### config.mk
export PLATFORM = sky130hd
export DESIGN_NAME = endgame_text_ctrl_flat
export DESIGN_NICKNAME = d
export VERILOG_FILES = /design/src/rtl/endgame_text_ctrl_if.sv /design/src/rtl/endgame_text_ctrl.sv /design/src/flat_wrapper.sv
export SDC_FILE = /design/constraint.sdc
export NUM_CORES = 1
export LEC_CHECK = 0
export CAP_MARGIN = 25
export CORE_AREA = 10 10 88 90
export CTS_BUF_LIST = sky130_fd_sc_hd__clkbuf_8
export DETAILED_ROUTE_END_ITERATION = 16
export DIE_AREA = 0 0 98 100
export DONT_BUFFER_PORTS = 1
export MAX_ROUTING_LAYER = met4
export PLACE_DENSITY = 0.76
export SYNTH_ARGS = -nofsm -noshare
export SYNTH_HDL_FRONTEND = slang
export SYNTH_SLANG_ARGS = --single-unit
### constraint.sdc
create_clock -name Clk -period 3 [get_ports Clk]
set_input_delay 0.15 -clock Clk [delete_from_list [all_inputs] [get_ports Clk]]
set_output_delay 0.15 -clock Clk [all_outputs]
set_load 0.01 [all_outputs]
### src/rtl/endgame_text_ctrl_if.sv
// Bundle of the endgame text controller's pixel, score and glyph ROM signals.
// The master side is the VGA/game logic plus ROM; the slave side is endgame_text_ctrl.
interface endgame_text_ctrl_if #(
    parameter int SCORE_W = 16
);
    logic               game_over;
    logic               win;
    logic [SCORE_W-1:0] score;
    logic [9:0]         DrawX;
    logic [9:0]         DrawY;
    logic [9:0]         rom_addr;
    logic [7:0]         rom_data;
    logic               busy;
    logic               text_on;

    modport master (
        output game_over, win, score, DrawX, DrawY, rom_data,
        input  rom_addr, busy, text_on
    );

    modport slave (
        input  game_over, win, score, DrawX, DrawY, rom_data,
        output rom_addr, busy, text_on
    );
endinterface

### src/rtl/endgame_text_ctrl.sv
// End-of-game banner sequencer: latches outcome/score, converts score to BCD, drives the glyph ROM.
// Optional macro ENDGAME_ZERO_BLANK_EN blanks leading zero digits of the score.
module endgame_text_ctrl #(
    parameter int X0      = 256,
    parameter int Y0      = 208,
    parameter int SCORE_W = 16
) (
    input  logic                Clk,
    input  logic                Reset_n,
    endgame_text_ctrl_if.slave  bus
);

    typedef enum logic [1:0] {IDLE, CONVERT, SHOW} state_e;

    localparam logic [4:0] LAST_BIT = 5'(SCORE_W - 1);

    state_e             state_q, state_d;
    logic               go_prev_q;
    logic               win_q, win_d;
    logic [SCORE_W-1:0] sh_q, sh_d;
    logic [19:0]        bcd_q, bcd_d, bcd_adj;
    logic [4:0]         cnt_q, cnt_d;
    logic               rise;
    logic               busy, show;

    logic [10:0]        dx, dy;
    logic [6:0]         col;
    logic               line0, line1;
    logic [5:0]         dig_code [5];
    logic [5:0]         code;
    logic               cell_ok;

    logic [9:0]         rom_addr_q;
    logic [2:0]         bit_q;
    logic               valid_q;
    logic               text_on_q;

    assign rise = bus.game_over & ~go_prev_q;

    always_ff @(posedge Clk or negedge Reset_n) begin
        if (!Reset_n) state_q <= IDLE;
        else          state_q <= state_d;
    end

    always_comb begin
        state_d = state_q;
        case (state_q)
            IDLE:    if (rise) state_d = CONVERT;
            CONVERT: begin
                if (!bus.game_over)         state_d = IDLE;
                else if (cnt_q == LAST_BIT) state_d = SHOW;
            end
            SHOW:    if (!bus.game_over) state_d = IDLE;
            default: state_d = IDLE;
        endcase
    end

    always_comb begin
        busy = (state_q == CONVERT);
        show = (state_q == SHOW);
    end

    assign bus.busy = busy;

    // Double-dabble correction: every nibble >= 5 gets +3 before the shift.
    for (genvar gi = 0; gi < 5; gi++) begin : g_adj
        assign bcd_adj[4*gi +: 4] = (bcd_q[4*gi +: 4] >= 4'd5) ? bcd_q[4*gi +: 4] + 4'd3
                                                               : bcd_q[4*gi +: 4];
    end

    always_comb begin
        win_d = win_q;
        sh_d  = sh_q;
        bcd_d = bcd_q;
        cnt_d = cnt_q;
        if (state_q == IDLE && rise) begin
            win_d = bus.win;
            sh_d  = bus.score;
            bcd_d = '0;
            cnt_d = '0;
        end else if (state_q == CONVERT) begin
            bcd_d = {bcd_adj[18:0], sh_q[SCORE_W-1]};
            sh_d  = sh_q << 1;
            cnt_d = cnt_q + 5'd1;
        end
    end

    // Previous game_over resets high so a level already high at release is not an edge.
    always_ff @(posedge Clk or negedge Reset_n) begin
        if (!Reset_n) begin
            go_prev_q <= 1'b1;
            win_q     <= 1'b0;
            sh_q      <= '0;
            bcd_q     <= '0;
            cnt_q     <= '0;
        end else begin
            go_prev_q <= bus.game_over;
            win_q     <= win_d;
            sh_q      <= sh_d;
            bcd_q     <= bcd_d;
            cnt_q     <= cnt_d;
        end
    end

    assign dx    = {1'b0, bus.DrawX} - 11'(X0);
    assign dy    = {1'b0, bus.DrawY} - 11'(Y0);
    assign col   = dx[9:3];
    assign line0 = !dy[10] && (dy[9:4] == 6'd0);
    assign line1 = !dy[10] && (dy[9:4] == 6'd2);

    for (genvar gi = 0; gi < 5; gi++) begin : g_dig
`ifdef ENDGAME_ZERO_BLANK_EN
        if (gi > 0) begin : g_blank
            assign dig_code[gi] = (bcd_q[19:4*gi] == '0) ? 6'd0
                                                         : 6'd18 + {2'b00, bcd_q[4*gi +: 4]};
        end else begin : g_keep
            assign dig_code[gi] = 6'd18 + {2'b00, bcd_q[4*gi +: 4]};
        end
`else
        assign dig_code[gi] = 6'd18 + {2'b00, bcd_q[4*gi +: 4]};
`endif
    end

    always_comb begin
        code    = 6'd0;
        cell_ok = 1'b0;
        if (!dx[10]) begin
            if (line0 && col < 7'd8) begin
                cell_ok = 1'b1;
                case (col[2:0])
                    3'd0:    code = 6'd1;
                    3'd1:    code = 6'd2;
                    3'd2:    code = 6'd3;
                    3'd3:    code = 6'd0;
                    3'd4:    code = win_q ? 6'd15 : 6'd4;
                    3'd5:    code = win_q ? 6'd14 : 6'd2;
                    3'd6:    code = win_q ? 6'd16 : 6'd5;
                    default: code = win_q ? 6'd0  : 6'd6;
                endcase
            end else if (line1 && col < 7'd13) begin
                cell_ok = 1'b1;
                case (col[3:0])
                    4'd0:    code = 6'd9;
                    4'd1:    code = 6'd2;
                    4'd2:    code = 6'd14;
                    4'd3:    code = 6'd16;
                    4'd4:    code = 6'd11;
                    4'd5:    code = 6'd5;
                    4'd6:    code = 6'd17;
                    4'd7:    code = 6'd0;
                    4'd8:    code = dig_code[4];
                    4'd9:    code = dig_code[3];
                    4'd10:   code = dig_code[2];
                    4'd11:   code = dig_code[1];
                    default: code = dig_code[0];
                endcase
            end
        end
    end

    always_ff @(posedge Clk or negedge Reset_n) begin
        if (!Reset_n) begin
            rom_addr_q <= '0;
            bit_q      <= '0;
            valid_q    <= 1'b0;
            text_on_q  <= 1'b0;
        end else begin
            rom_addr_q <= {code, dy[3:0]};
            bit_q      <= dx[2:0];
            valid_q    <= cell_ok & show;
            text_on_q  <= valid_q & bus.rom_data[~bit_q];
        end
    end

    assign bus.rom_addr = rom_addr_q;
    assign bus.text_on  = text_on_q;

endmodule

### src/flat_wrapper.sv
// flat-port wrapper written by rule: the top's interface ports become plain ports
module endgame_text_ctrl_flat 
#(
    parameter int X0      = 256,
    parameter int Y0      = 208,
    parameter int SCORE_W = 16
)
  (Clk, Reset_n, bus_game_over, bus_win, bus_score, bus_DrawX, bus_DrawY, bus_rom_data, bus_rom_addr, bus_busy, bus_text_on);
  endgame_text_ctrl_if #(.SCORE_W(SCORE_W)) bus_i ();
  input  logic Clk;
  input  logic Reset_n;
  input wire logic [$bits(bus_i.game_over)-1:0] bus_game_over;
  input wire logic [$bits(bus_i.win)-1:0] bus_win;
  input wire logic [$bits(bus_i.score)-1:0] bus_score;
  input wire logic [$bits(bus_i.DrawX)-1:0] bus_DrawX;
  input wire logic [$bits(bus_i.DrawY)-1:0] bus_DrawY;
  input wire logic [$bits(bus_i.rom_data)-1:0] bus_rom_data;
  output wire logic [$bits(bus_i.rom_addr)-1:0] bus_rom_addr;
  output wire logic [$bits(bus_i.busy)-1:0] bus_busy;
  output wire logic [$bits(bus_i.text_on)-1:0] bus_text_on;
  assign bus_i.game_over = bus_game_over;
  assign bus_i.win = bus_win;
  assign bus_i.score = bus_score;
  assign bus_i.DrawX = bus_DrawX;
  assign bus_i.DrawY = bus_DrawY;
  assign bus_i.rom_data = bus_rom_data;
  assign bus_rom_addr = bus_i.rom_addr;
  assign bus_busy = bus_i.busy;
  assign bus_text_on = bus_i.text_on;
  endgame_text_ctrl #(.X0(X0), .Y0(Y0), .SCORE_W(SCORE_W)) u_core (.Clk(Clk), .Reset_n(Reset_n), .bus(bus_i));
endmodule
==> impl_metrics.toml, run 1 <==
[pwr]
total_power_mw = 2.70
vdd.ir_drop.worst_uv = 475
powerDensity_nw_per_um2 = 710
leakagePower_nw = 1.67

[sta]
slew_headroom_pct = 64.8
period_needed_ns = 1.83
maxSlewViolCount = 0
setup_viol = 0
rsz0062_at_grt = "no"
worst_pin_slew_ns = 0.515
whs_ns = 0.0254
period_share_pct = 61.0
skew_ns = 0.00213
setup_slack_ns = 1.17
clock.fmax_ghz = 0.547
hold_viol = 0
setup-tns-final_ns = 0

[routing]
drtAntennaViolNets = 0
dr.pass1.iters = 4
vias = 2514
viasPerCell = 5.75
drt_iter0_markers = 166
wire_per_inst_um = 16.6
finalWirelength_um = 7270
drc = 0

[place]
place_area_um2 = 3260
gp_congestion = 0.833
numPortBuffers = 0
dp_cells = 392
pre_cts_slack_ns = 1.15
dp_hpwl_um = 4830

[clock_network]
clkLatencyLatePin_ns = 0.34
cts.clk_slew.worst_paths_ns = 0.07
cts_resized = 0
clockBufferDepth = 2
htreeDepth = 3
cts_tree = "done"
cts_made_buffers = 9
clock-sinks = 60
cts-root-buf = "clkbuf_8"
post_cts_buffers = 0

[synthesis]
syn_inst = 331
ys_ff_latch = 60
syn_nets = 392
yosysWarnings = 0
ys_types = 49
synthArstFlopShare_pct = 100
synthesis.area_um2 = 3230
ys.flop_type = "dfrtp_1"
ys_seq_area_share_pct = 46.6
syn-mean-instance-area_um2 = 9.75
synth_edf_count = 0

[final_layout]
antenna_cells = 0
fin_nets = 416
fin_area_um2 = 3810
final.fill_count = 474
final_common_cell = "nand2_1"
multiInputGateArea_um2 = 1580
final_cells = 437
utilization_pct = 62.1
final_layout_size_suffix_gt1_share_pct = 10.3
area_growth_pct = 17.9
final_cell_mix = "nand2_1 (60), dfrtp_1 (59), dlygate4sd3_1 (27)"
seq_area_um2 = 1500

[global_route]
grt_pass1_wl_um = 12700
grt_pass1_vias = 2578
grt_max_degree = 61
antenna_found_initial = 0
grt_use_total_pct = 16.0
grt_overflow = 0

[setup_path]
r2r-start = "u_core.bcd_q[15]"
crit_start = "u_core.bcd_q[15]"
endpoint_kind = "flip-flop"
cp-start-kind = "flip-flop"
required_ns = 3.25
critPathArrivalTime_ns = 2.08
cp_max_fo = 4
crit_type = "flip-flop to flip-flop"

[die]
dieArea_um2 = 9800
dieWidth_um = 98
initial_utilization_pct = 52.6
fp.dieH_um = 100
pin_count = 60
rows = 29
fp.coreArea_um2 = 6130

[run]
drv_cap = 0

[hold_path]
hp-start = "bus_DrawX[3]"
hp-class = "input port to flip-flop"

[run_status]
outcome = "finished, final reports clean"
## flip-flops by register name (all words and copies together) (netlist names)
signal / cells
u_core.bcd_q: 20
u_core.bit_q: 3
u_core.bus.rom_addr: 10
u_core.bus.text_on: 1
u_core.cnt_q: 5
u_core.go_prev_q: 1
u_core.sh_q: 16
u_core.state_q: 2
u_core.valid_q: 1
u_core.win_q: 1
## power breakdown
part / total, mW / internal [mW] / switching [mW]
sequential: 1.16 / 0.980 / 0.179
combinational: 0.669 / 0.314 / 0.356
clock: 0.873 / 0.550 / 0.323
total: 2.70 / 1.84 / 0.858
## cells by family (layout without fill, tap and decap cells)
logic type,count (synthesis),in the layout,synth area share [%]
xor+xnor,14,14,3.80
flops,60,60,46.6
buf+inv,34,63,4.61
simple gates,109,109,15.2
compound gates,90,90,19.9
mux,11,11,4.92
fa+ha+maj,13,13,5.04
## area by class of cell
| type | count | share of cell area, % |
|---|---|---|
| multi-input cells | 237 | 41.6 |
| flip-flops and latches | 60 | 39.5 |
| clock inverters | 7 | 3.06 |
| inverters | 15 | 1.48 |
| well taps | 77 | 2.53 |
| clock buffers | 9 | 3.25 |
| repair buffers | 32 | 8.61 |
## per-layer routing
| layer | part of all wire [%] | vias up | track usage, % | routed length (um) |
|---|---|---|---|---|
| met1 | 47 | 1215 | 19.7 | 3410 |
| met4 | 1.2 | 0 | 5.70 | 89 |
| met2 | 47 | 62 | 24.2 | 3420 |
| met3 | 4.9 | 10 | 5.29 | 357 |
| li1 | - | 1227 | - | - |
| met5 | 0 | - | - | 0 |
## synthesized netlist by cell type, types with 2 or more instances
| master | n | area share [%] |
|---|---|---|
| o31ai_1 | 6 | 1.4 |
| o22ai_1 | 15 | 2.9 |
| clkbuf_1 | 4 | 0.46 |
| a22oi_1 | 16 | 3.7 |
| o21ai_0 | 17 | 2.6 |
| and3_1 | 2 | 0.39 |
| o211ai_1 | 2 | 0.46 |
| mux2i_1 | 5 | 1.6 |
| buf_2 | 11 | 1.7 |
| nor3b_1 | 3 | 0.70 |
| nor3_1 | 3 | 0.46 |
| ha_1 | 13 | 5.0 |
| nand2b_1 | 9 | 1.7 |
| buf_1 | 3 | 0.35 |
| nand2_1 | 60 | 7.0 |
| xor2_1 | 7 | 1.9 |
| dfrtp_1 | 59 | 46 |
| nor2_1 | 21 | 2.4 |
| xnor2_1 | 7 | 1.9 |
| mux2_4 | 2 | 0.93 |
| nand3b_1 | 2 | 0.46 |
| a21oi_1 | 12 | 1.9 |
| a32o_1 | 5 | 1.6 |
| a211oi_1 | 3 | 0.70 |
| o32ai_1 | 4 | 1.1 |
| mux4_2 | 3 | 2.1 |
| inv_1 | 15 | 1.7 |
## worst max-delay path, stage by stage, from the launching register on
cell	delay, ns
dfrtp_1	0.43
mux4_2	0.46
mux2_4	0.30
ha_1	0.28
a21oi_1	0.06
a211oi_1	0.22
## final timing paths
check | slack [ns] | depth (start not counted) | end
min in group asynchronous | 0.39 | 2 | u_core.bus.rom_addr[3]
max | 1.17 | 5 | u_core.bus.rom_addr[7]
max reg2reg | 1.17 | 5 | u_core.bus.rom_addr[7]
min | 0.03 | 3 | u_core.bus.rom_addr[4]
min reg2reg | 0.47 | 1 | u_core.bus.text_on
max in group asynchronous | 2.32 | 2 | u_core.go_prev_q
## repair_timing
item	4_1_cts	5_1_grt
hold endpoints to repair	89	0
hold buffers	28	0
endpoints found under the setup margin	0	0
Note: power is estimated with default switching activity, not from simulation.
==> run 2, diff against run 1 <==
--- a/config.mk
+++ b/config.mk
@@ -12,7 +12,7 @@
 export DIE_AREA = 0 0 98 100
 export DONT_BUFFER_PORTS = 1
 export MAX_ROUTING_LAYER = met4
-export PLACE_DENSITY = 0.76
+export PLACE_DENSITY = 0.79
 export SYNTH_ARGS = -nofsm -noshare
 export SYNTH_HDL_FRONTEND = slang
 export SYNTH_SLANG_ARGS = --single-unit
==> constraint.sdc (replaced) <==
create_clock -name Clk -period 1.6 [get_ports Clk]
set_input_delay 0.08 -clock Clk [delete_from_list [all_inputs] [get_ports Clk]]
set_output_delay 0.08 -clock Clk [all_outputs]
set_load 0.01 [all_outputs]
==> run 2 against run 1 <==
Effect of this change:
- the flow now finishes with violations (hold timing, setup timing)
- sequential power up 78%
- via count up 7.9%
- critical path type unchanged
- cell count up 5.9%
- clock-buffer cell count up 1
- design area up 6.5%
- clock power up 48%
- hold slack worse by 0.033 ns
==> impl_metrics.toml, run 2 (synthesis gave the netlist of run 1 again) <==
[setup_path]
r2r_cells = 7
path_delay_family = "multiplexers"
cp-start-kind = "flip-flop"
critPathArrivalTime_ns = 1.99
cp_num_cells = 7
path_buf_inv = 2
endpoint_kind = "flip-flop"
crit_type = "flip-flop to flip-flop"
slowest_delay_ns = 0.46
r2r_slack_ns = -0.15
cp_slowest_cell = "mux4_2"
required_ns = 1.84
crit_path_end = "u_core.bus.rom_addr[8]"
crit_start = "u_core.bcd_q[11]"
r2r-end = "u_core.bus.rom_addr[8]"
r2r-start = "u_core.bcd_q[11]"
cp_max_fo = 2
crit_chain = "mux4_2 -> mux2_4 -> buf_4 -> buf_6 -> o2111ai_2 -> a21oi_2 -> o32ai_2"

[clock_network]
cts.clk_slew.worst_paths_ns = 0.07
clock-sinks = 60
clkLatencyLatePin_ns = 0.34
cts-root-buf = "clkbuf_8"
cts_tree = "done"
clockBufferDepth = 2
cts_made_buffers = 9
htreeDepth = 3

[pwr]
vdd.ir_drop.worst_uv = 745
p_int_mw = 3.42
power_frac_comb_pct = 34.0
p_seq_share_pct = 40.6
leakagePower_nw = 1.80
total_power_mw = 5.10
powerDensity_nw_per_um2 = 1260
p_sw_mw = 1.68
swShare_pct = 32.9
clkPwrFrac_pct = 25.4

[routing]
drt_iter0_markers = 153
viasPerCell = 5.86
drtAntennaViolNets = 0
dr.pass1.iters = 5
finalWirelength_um = 7910
wire_per_inst_um = 17.1
drc = 0
vias = 2712

[final_layout]
final_common_cell = "nand2_1"
final_layout_size_suffix_gt1_share_pct = 18.1
seq_area_um2 = 1500
fin_nets = 445
final_cell_mix = "nand2_1 (60), dfrtp_1 (58), dlygate4sd3_1 (32)"
largest_reg_flops = 20
largest_register = "u_core.bcd_q"
multiInputGateArea_um2 = 1640
utilization_pct = 66.1
area_growth_pct = 25.5
antenna_cells = 0
final.fill_count = 455

[die]
rows = 29
fp.dieH_um = 100
dieArea_um2 = 9800
fp.coreArea_um2 = 6130
initial_utilization_pct = 52.6
pin_count = 60
dieWidth_um = 98

[sta]
period_share_pct = 109
rsz0062_at_grt = "yes"
slew_headroom_pct = 64.4
clock.fmax_ghz = 0.571
whs_ns = -0.00812
period_needed_ns = 1.75
hold_viol = 1
worst_pin_slew_ns = 0.521
skew_ns = 0.00410
setup_viol = 2
setup_slack_ns = -0.152
maxSlewViolCount = 0

[place]
pre_cts_slack_ns = -0.124
numPortBuffers = 0
dp_hpwl_um = 5240
gp_congestion = 0.868

[global_route]
grt_pass1_vias = 2704
grt_overflow = 0
grt_max_degree = 61
antenna_found_initial = 0
grt_use_total_pct = 16.4
grt_pass1_wl_um = 13000

[run]
drv_cap = 0

[run_status]
outcome = "complete, but fails checks"
violations = "hold timing, setup timing"

[hold_path]
hp-class = "input port to flip-flop"
[run 2: changes by cell type in the layout (fill, tap and decap cells not counted), moves of 2 or more]
cell	delta
ha_1	-2
a21oi_1	-5
a21oi_2	+5
buf_4	+22
dlygate4sd3_1	+5
bufinv_16	-2
clkinv_4	-2
inv_1	-2
[run 2: routing by layer]
layer	vias up	track usage (%)	wire length [um]
met5	-	-	0
met4	0	5.82	113
met3	17	6.46	621
met2	101	25.8	3900
met1	1311	18.5	3270
li1	1283	-	-
[run 2: timing repair]
action	CTS	global route
endpoints found under the setup margin	2	30
buffers inserted	4	1
pin swaps	2	2
resized for setup	3	10
hold buffers	33	1
hold endpoints to repair	93	1
[run 2: metrics by stage]
step | instance area (um2) | hold WS, ns | cells | setup TNS (ns)
global placement | 3440 | -0.214 | 412 | -0.0895
detailed placement | 3440 | -0.214 | 412 | -0.142
floorplan | 3240 | -0.216 | 331 | -0.112
global route | 4050 | 0.0128 | 463 | -0.406
finish | 4050 | -0.00812 | 463 | -0.300
CTS | 4000 | 0.00100 | 462 | -0.282
[run 2: worst min path at each step]
stage                      start                     end  slack, ns  cells after the start
floorplan                Reset_n         u_core.bcd_q[0]      -0.22                      0
global placement         Reset_n  u_core.bus.rom_addr[4]      -0.21                      0
detailed placement       Reset_n  u_core.bus.rom_addr[5]      -0.21                      0
CTS                 bus_DrawX[6]  u_core.bus.rom_addr[8]      0.001                      3
global route        bus_DrawX[6]  u_core.bus.rom_addr[7]       0.01                      2
finish              bus_DrawX[3]  u_core.bus.rom_addr[5]     -0.008                      2
[run 2: power by group through the flow]
stage | combinational [mW] | clock (mW) | sequential (mW)
final | 1.73 | 1.29 | 2.07
after global routing | 1.94 | 1.39 | 2.11
after CTS | 1.65 | 1.33 | 2.06
after detailed placement | 1.46 | 0 | 2.09
after global placement | 1.42 | 0 | 2.07
after floorplan | 1.01 | 0 | 2.09
[run 2: area by class of cell]
type                    instances  share of cell area (%)
clock buffers                  10                    3.40
well taps                      77                    2.38
inverters                      15                    1.39
repair buffers                 61                    14.2
flip-flops and latches         60                    37.1
multi-input cells             237                    40.6
clock inverters                 3                   0.988
